[src/rtl/bram_share_ctrl.sv]
// Shared simple-dual-port BRAM front end: power-on/on-demand clear, one
// write pass-through client, two round-robin read clients, registered data.
//
// Ports:
//   CLK, RST            clock, async active-high reset
//   CLR / BUSY          clear request / clear pending or running
//   WREQ, WADR_I,
//   WDAT_I / WACK       write client request and same-cycle accept
//   RREQn, RADRn / RACKn read client n request and same-cycle grant
//   RVALIDn, RDAT_O     registered read data, tagged with owning client
//   RAM_*               connection to the inferred BRAM (1-cycle read)
`timescale 1ns/1ps
module bram_share_ctrl #(
  parameter int unsigned DBITS = 16,
  parameter int unsigned ABITS = 9,
  parameter logic [DBITS-1:0] CLR_VAL = '0
) (
  input  logic             CLK,
  input  logic             RST,
  input  logic             CLR,
  output logic             BUSY,
  input  logic             WREQ,
  input  logic [ABITS-1:0] WADR_I,
  input  logic [DBITS-1:0] WDAT_I,
  output logic             WACK,
  input  logic             RREQ0,
  input  logic [ABITS-1:0] RADR0,
  output logic             RACK0,
  input  logic             RREQ1,
  input  logic [ABITS-1:0] RADR1,
  output logic             RACK1,
  output logic             RVALID0,
  output logic             RVALID1,
  output logic [DBITS-1:0] RDAT_O,
  output logic [ABITS-1:0] RAM_WADR,
  output logic [DBITS-1:0] RAM_WDAT,
  output logic             RAM_WEN,
  output logic [ABITS-1:0] RAM_RADR,
  output logic             RAM_REN,
  input  logic [DBITS-1:0] RAM_RDAT
);

  typedef enum logic [1:0] {
    START,
    CLEAR,
    RUN
  } state_t;

  // SIZE-1 is the all-ones address
  localparam logic [ABITS-1:0] LAST = '1;

  state_t           state, state_n;
  logic [ABITS-1:0] cnt, cnt_n;
  logic             lg;
  logic             tag0, tag1;
  logic             run;

  always_ff @(posedge CLK or posedge RST) begin
    if (RST) begin
      state   <= START;
      cnt     <= '0;
      lg      <= 1'b1;
      tag0    <= 1'b0;
      tag1    <= 1'b0;
      RVALID0 <= 1'b0;
      RVALID1 <= 1'b0;
      RDAT_O  <= '0;
    end else begin
      state   <= state_n;
      cnt     <= cnt_n;
      if (RACK0 | RACK1)
        lg <= RACK1;
      // tag lines up with RAM_RDAT one cycle after the grant
      tag0    <= RACK0;
      tag1    <= RACK1;
      RVALID0 <= tag0;
      RVALID1 <= tag1;
      if (tag0 | tag1)
        RDAT_O <= RAM_RDAT;
    end
  end

  always_comb begin
    state_n  = state;
    cnt_n    = cnt;
    BUSY     = 1'b1;
    WACK     = 1'b0;
    RAM_WEN  = 1'b0;
    RAM_WADR = WADR_I;
    RAM_WDAT = WDAT_I;
    unique case (state)
      START: begin
        state_n = CLEAR;
        cnt_n   = '0;
      end
      CLEAR: begin
        RAM_WEN  = 1'b1;
        RAM_WADR = cnt;
        RAM_WDAT = CLR_VAL;
        if (CLR) begin
          cnt_n = '0;
        end else if (cnt == LAST) begin
          state_n = RUN;
          cnt_n   = '0;
        end else begin
          cnt_n = cnt + 1'b1;
        end
      end
      RUN: begin
        BUSY    = 1'b0;
        WACK    = WREQ;
        RAM_WEN = WREQ;
        if (CLR) begin
          state_n = CLEAR;
          cnt_n   = '0;
        end
      end
      default: begin
        state_n = START;
        cnt_n   = '0;
      end
    endcase
  end

  assign run = (state == RUN);

  // on a tie the client that did not win last time is granted
  assign RACK0 = run & RREQ0 & (~RREQ1 | lg);
  assign RACK1 = run & RREQ1 & (~RREQ0 | ~lg);

  assign RAM_REN  = RACK0 | RACK1;
  assign RAM_RADR = RACK1 ? RADR1 : RADR0;

endmodule

[config.mk]
export PLATFORM = sky130hd
export DESIGN_NAME = bram_share_ctrl
export DESIGN_NICKNAME = d
export VERILOG_FILES = /design/src/rtl/bram_share_ctrl.sv
export SDC_FILE = /design/constraint.sdc
export NUM_CORES = 1
export LEC_CHECK = 0
export ABC_CLOCK_PERIOD_IN_PS = 1850
export BUFFER_PORTS_ARGS = -buffer_cell sky130_fd_sc_hd__buf_2
export CAP_MARGIN = 20
export CORE_MARGIN = 8
export CORE_UTILIZATION = 28
export CTS_CLUSTER_SIZE = 25
export DETAILED_ROUTE_END_ITERATION = 8
export HOLD_SLACK_MARGIN = 0.12
export PLACE_DENSITY = 0.63
export SKIP_CTS_REPAIR_TIMING = 1
export SLEW_MARGIN = 25
export SYNTH_ARGS = -nofsm -noshare
export SYNTH_HDL_FRONTEND = slang
export SYNTH_SLANG_ARGS = --single-unit
[constraint.sdc]
create_clock -name CLK -period 1.85 [get_ports CLK]
set_input_delay 0.185 -clock CLK [delete_from_list [all_inputs] [get_ports CLK]]
set_output_delay 0.185 -clock CLK [all_outputs]
set_load 0.02 [all_outputs]
==> results.ini <==
[worst_setup_path]
path_depth = 5
setup.worst_path.end_class = primary output
cp-start-kind = register
number_of_cells_on_the_worst_reg_to_reg_path = 5
crit_path_buffers_inverters = 2
crit_path_top_delay_cell = dfrtp_1
critPathArrivalTime_ps = 1660
kind_of_cell_adding_the_most_delay_to_the_critical_path = flip-flops
critPathKind = register to primary output
worst_path_cell_chain = inv_1, ha_2, nand3_2, mux2_2, buf_2
worst-path-max-fanout = 5
required_ps = 1660
cp_slowest_stage_delay_ps = 400

[final_layout]
stdcell_count = 370
fraction_of_final_layout_cells_with_drive_strength_greater_than_1_pct = 61.4
synthToLayoutAreaGrowth_pct = 55.4
antenna_cells_inserted = 0
fillerInstances = 603
nets = 365
finish.instance_area_mm2 = 0.00269

[yosys]
dominant_combinational_cell_family_by_area_after_synthesis = multiplexers
netlist-cell-type-count = 26
yosysWarningCount = 0
post_synth_mux_area_share_pct = 22.7
synth_top_cells_by_area = dfrtp_1 45%, mux2_2 22%, nor2b_1 6.5%
synth_xor_area_share_pct = 0
yosys.area_share.adder_pct = 4.34
synth_most_common_cell = mux2_2
async_flop_share_pct = 100
netlist_area_mm2 = 0.00173
ys_ff_latch = 32
postSynthAreaPerCell_um2 = 10.9
synthTopCellsByCount = 34 x mux2_2, 31 x dfrtp_1, 18 x nor2b_1
number_of_enable_type_register_cells_in_the_synthesized_netlist = 0
synth_compound_area_share_pct = 8.03
yosysSeqAreaShare_pct = 46.4
synth_cells = 158
synth.net_count = 229
synth_top_area_share_pct = 44.9
post-synth-top-area-cell = dfrtp_1
synth_top_flop_cell = dfrtp_1
synth_simple_gate_area_share_pct = 15.1

[run_status]
run_status = complete, no violations

[drt]
drt-pass1-iter-count = 4
routed_wl_um = 5200
viasPerCell = 4.41
detailedRoute.firstIterationViolations = 30
route.detailed.wl_per_inst_um = 14.1
ant_nets = 0
drc = 0
routed-via-count = 1633

[place]
detailed_place_hpwl_um = 4170
numPlacedInstances = 358
dpl-instance-area_mm2 = 0.00249
gp_congestion = 0.700
io_port_bufs = 122

[cts]
clk_pin_slew_ps = 70
max-clock-path-buffers = 2
clock_sinks = 32
h_tree_depth = 2
cts_tree = built
tritoncts.num_buffers = 5
clock_tree_root_driver_cell = clkbuf_8
clock_insertion_delay_worst_skew_ps = 280

[power_and_ir_drop]
max-vdd-ir-drop_mv = 0.446
power_per_cell_area_mw_per_mm2 = 596
power_leakage_nw = 1.38

[worst_hold_path]
min_delay_path_depth = 2
worst_hold_path_type = input port to register

[sta]
finalWorstPathRequiredPeriod_ps = 1840
fin_worst_hold_slack_ps = 140
slew_violations = 0
maxSlewHeadroom_pct = 60.2
worst_slew_pin_slew_ps = 597
fmax_mhz = 543
finalSetupViolCount = 0
rsz0062_at_grt = true
hold_violations = 0
period_utilisation_layout_pct = 99.6
fin_worst_skew_ps = 4.72

[floorplanning]
width_of_the_chip_um = 94.6
fp.dieH_um = 94.6
top_level_ports = 123
die_area_mm2 = 0.00895
initial_utilization_pct = 29.0
rows = 28
core_mm2 = 0.00596

[global_route]
grt_start_max_net_pins = 20
global_route.usage.total_pct = 11.0
number_of_global_route_vias_before_repair = 1638
grt_first_pass_wirelength_um = 7790
global_route.overflow_total = 0
grt_antenna_before_repair = 0

[job]
drv.max_cap_violation_count = 0

power by group:
group | leakage (nW) | internal [mW] | total [mW] | switching [mW]
clock | 0.0552 | 0.399 | 0.643 | 0.244
combinational | 0.923 | 0.114 | 0.224 | 0.109
sequential | 0.399 | 0.723 | 0.735 | 0.0125
total | 1.38 | 1.24 | 1.60 | 0.366
path summary, 6_finish.rpt:
| check | from | end | slack (ps) |
|---|---|---|---|
| setup / recovery | state[0] | RAM_RADR[1] | 7 |
| hold / removal | RAM_RDAT[2] | RDAT_O[2] | 140 |
| setup reg to reg | state[0] | cnt[7] | 130 |
| hold reg to reg | tag1 | RVALID1 | 400 |
| max in group asynchronous | RST | RDAT_O[6] | 820 |
| min in group asynchronous | RST | cnt[7] | 520 |
layout make-up:
class | instances | area (um^2) | area share (%)
Clock buffer | 6 | 72.6 | 2.70
Clock inverter | 2 | 35.0 | 1.30
Inverter | 9 | 33.8 | 1.26
Multi-Input combinational cell | 112 | 895 | 33.3
Sequential cell | 32 | 802 | 29.9
Tap cell | 75 | 93.8 | 3.49
Timing Repair Buffer | 134 | 754 | 28.1
worst reg2reg max path: stages (launching register included):
cell	delay, ps
dfrtp_1	380
inv_1	90
ha_2	240
nor2b_2	240
or4_1	530
a21oi_1	160
placed cells by master, fill, tap and decap left out, types with 2 or more instances in the layout:
cell / count
o21bai_1: 2
nand2_1: 9
buf_4: 17
nor2_1: 3
o21ai_0: 4
dfrtp_1: 31
dlygate4sd3_1: 2
or4_1: 4
inv_1: 9
nand3_1: 4
o31ai_1: 4
ha_1: 5
nor2b_2: 3
or3_1: 2
buf_2: 112
mux2_2: 34
a21oi_1: 12
clkbuf_8: 5
nor2b_1: 15
metal layers:
layer / part of all wire [%] / global-route usage, %
met2: 49 / 18.5
met4: 0.94 / 4.29
met1: 40 / 12.1
met3: 10 / 4.76
met5: 0 / 0
kinds of logic (layout without fill, tap and decap cells):
logic type | Yosys count | count (layout)
buf+inv | 15 | 151
mux | 35 | 35
fa+ha+maj | 6 | 6
flops | 32 | 32
simple gates | 46 | 47
compound gates | 24 | 24
metrics by stage:
stage | setup TNS [ps] | setup WS (ps) | power (mW) | util (%)
final | 0 | 6.86 | 1.60 | 45.1
after global routing | -1530 | -94.8 | 1.69 | 45.1
after CTS | -1440 | -135 | 1.63 | 43.6
after detailed placement | 0 | 2.59 | 0.973 | 41.8
after global placement | 0 | 108 | 0.967 | 41.8
after floorplan | 0 | 174 | 0.850 | -
registers in the layout (all words and copies together), names as in the netlist:
name     flops
RDAT_O      16
tag1         1
tag0         1
cnt          9
RVALID1      1
lg           1
state        2
RVALID0      1
Note: power is estimated with default switching activity, not from simulation.
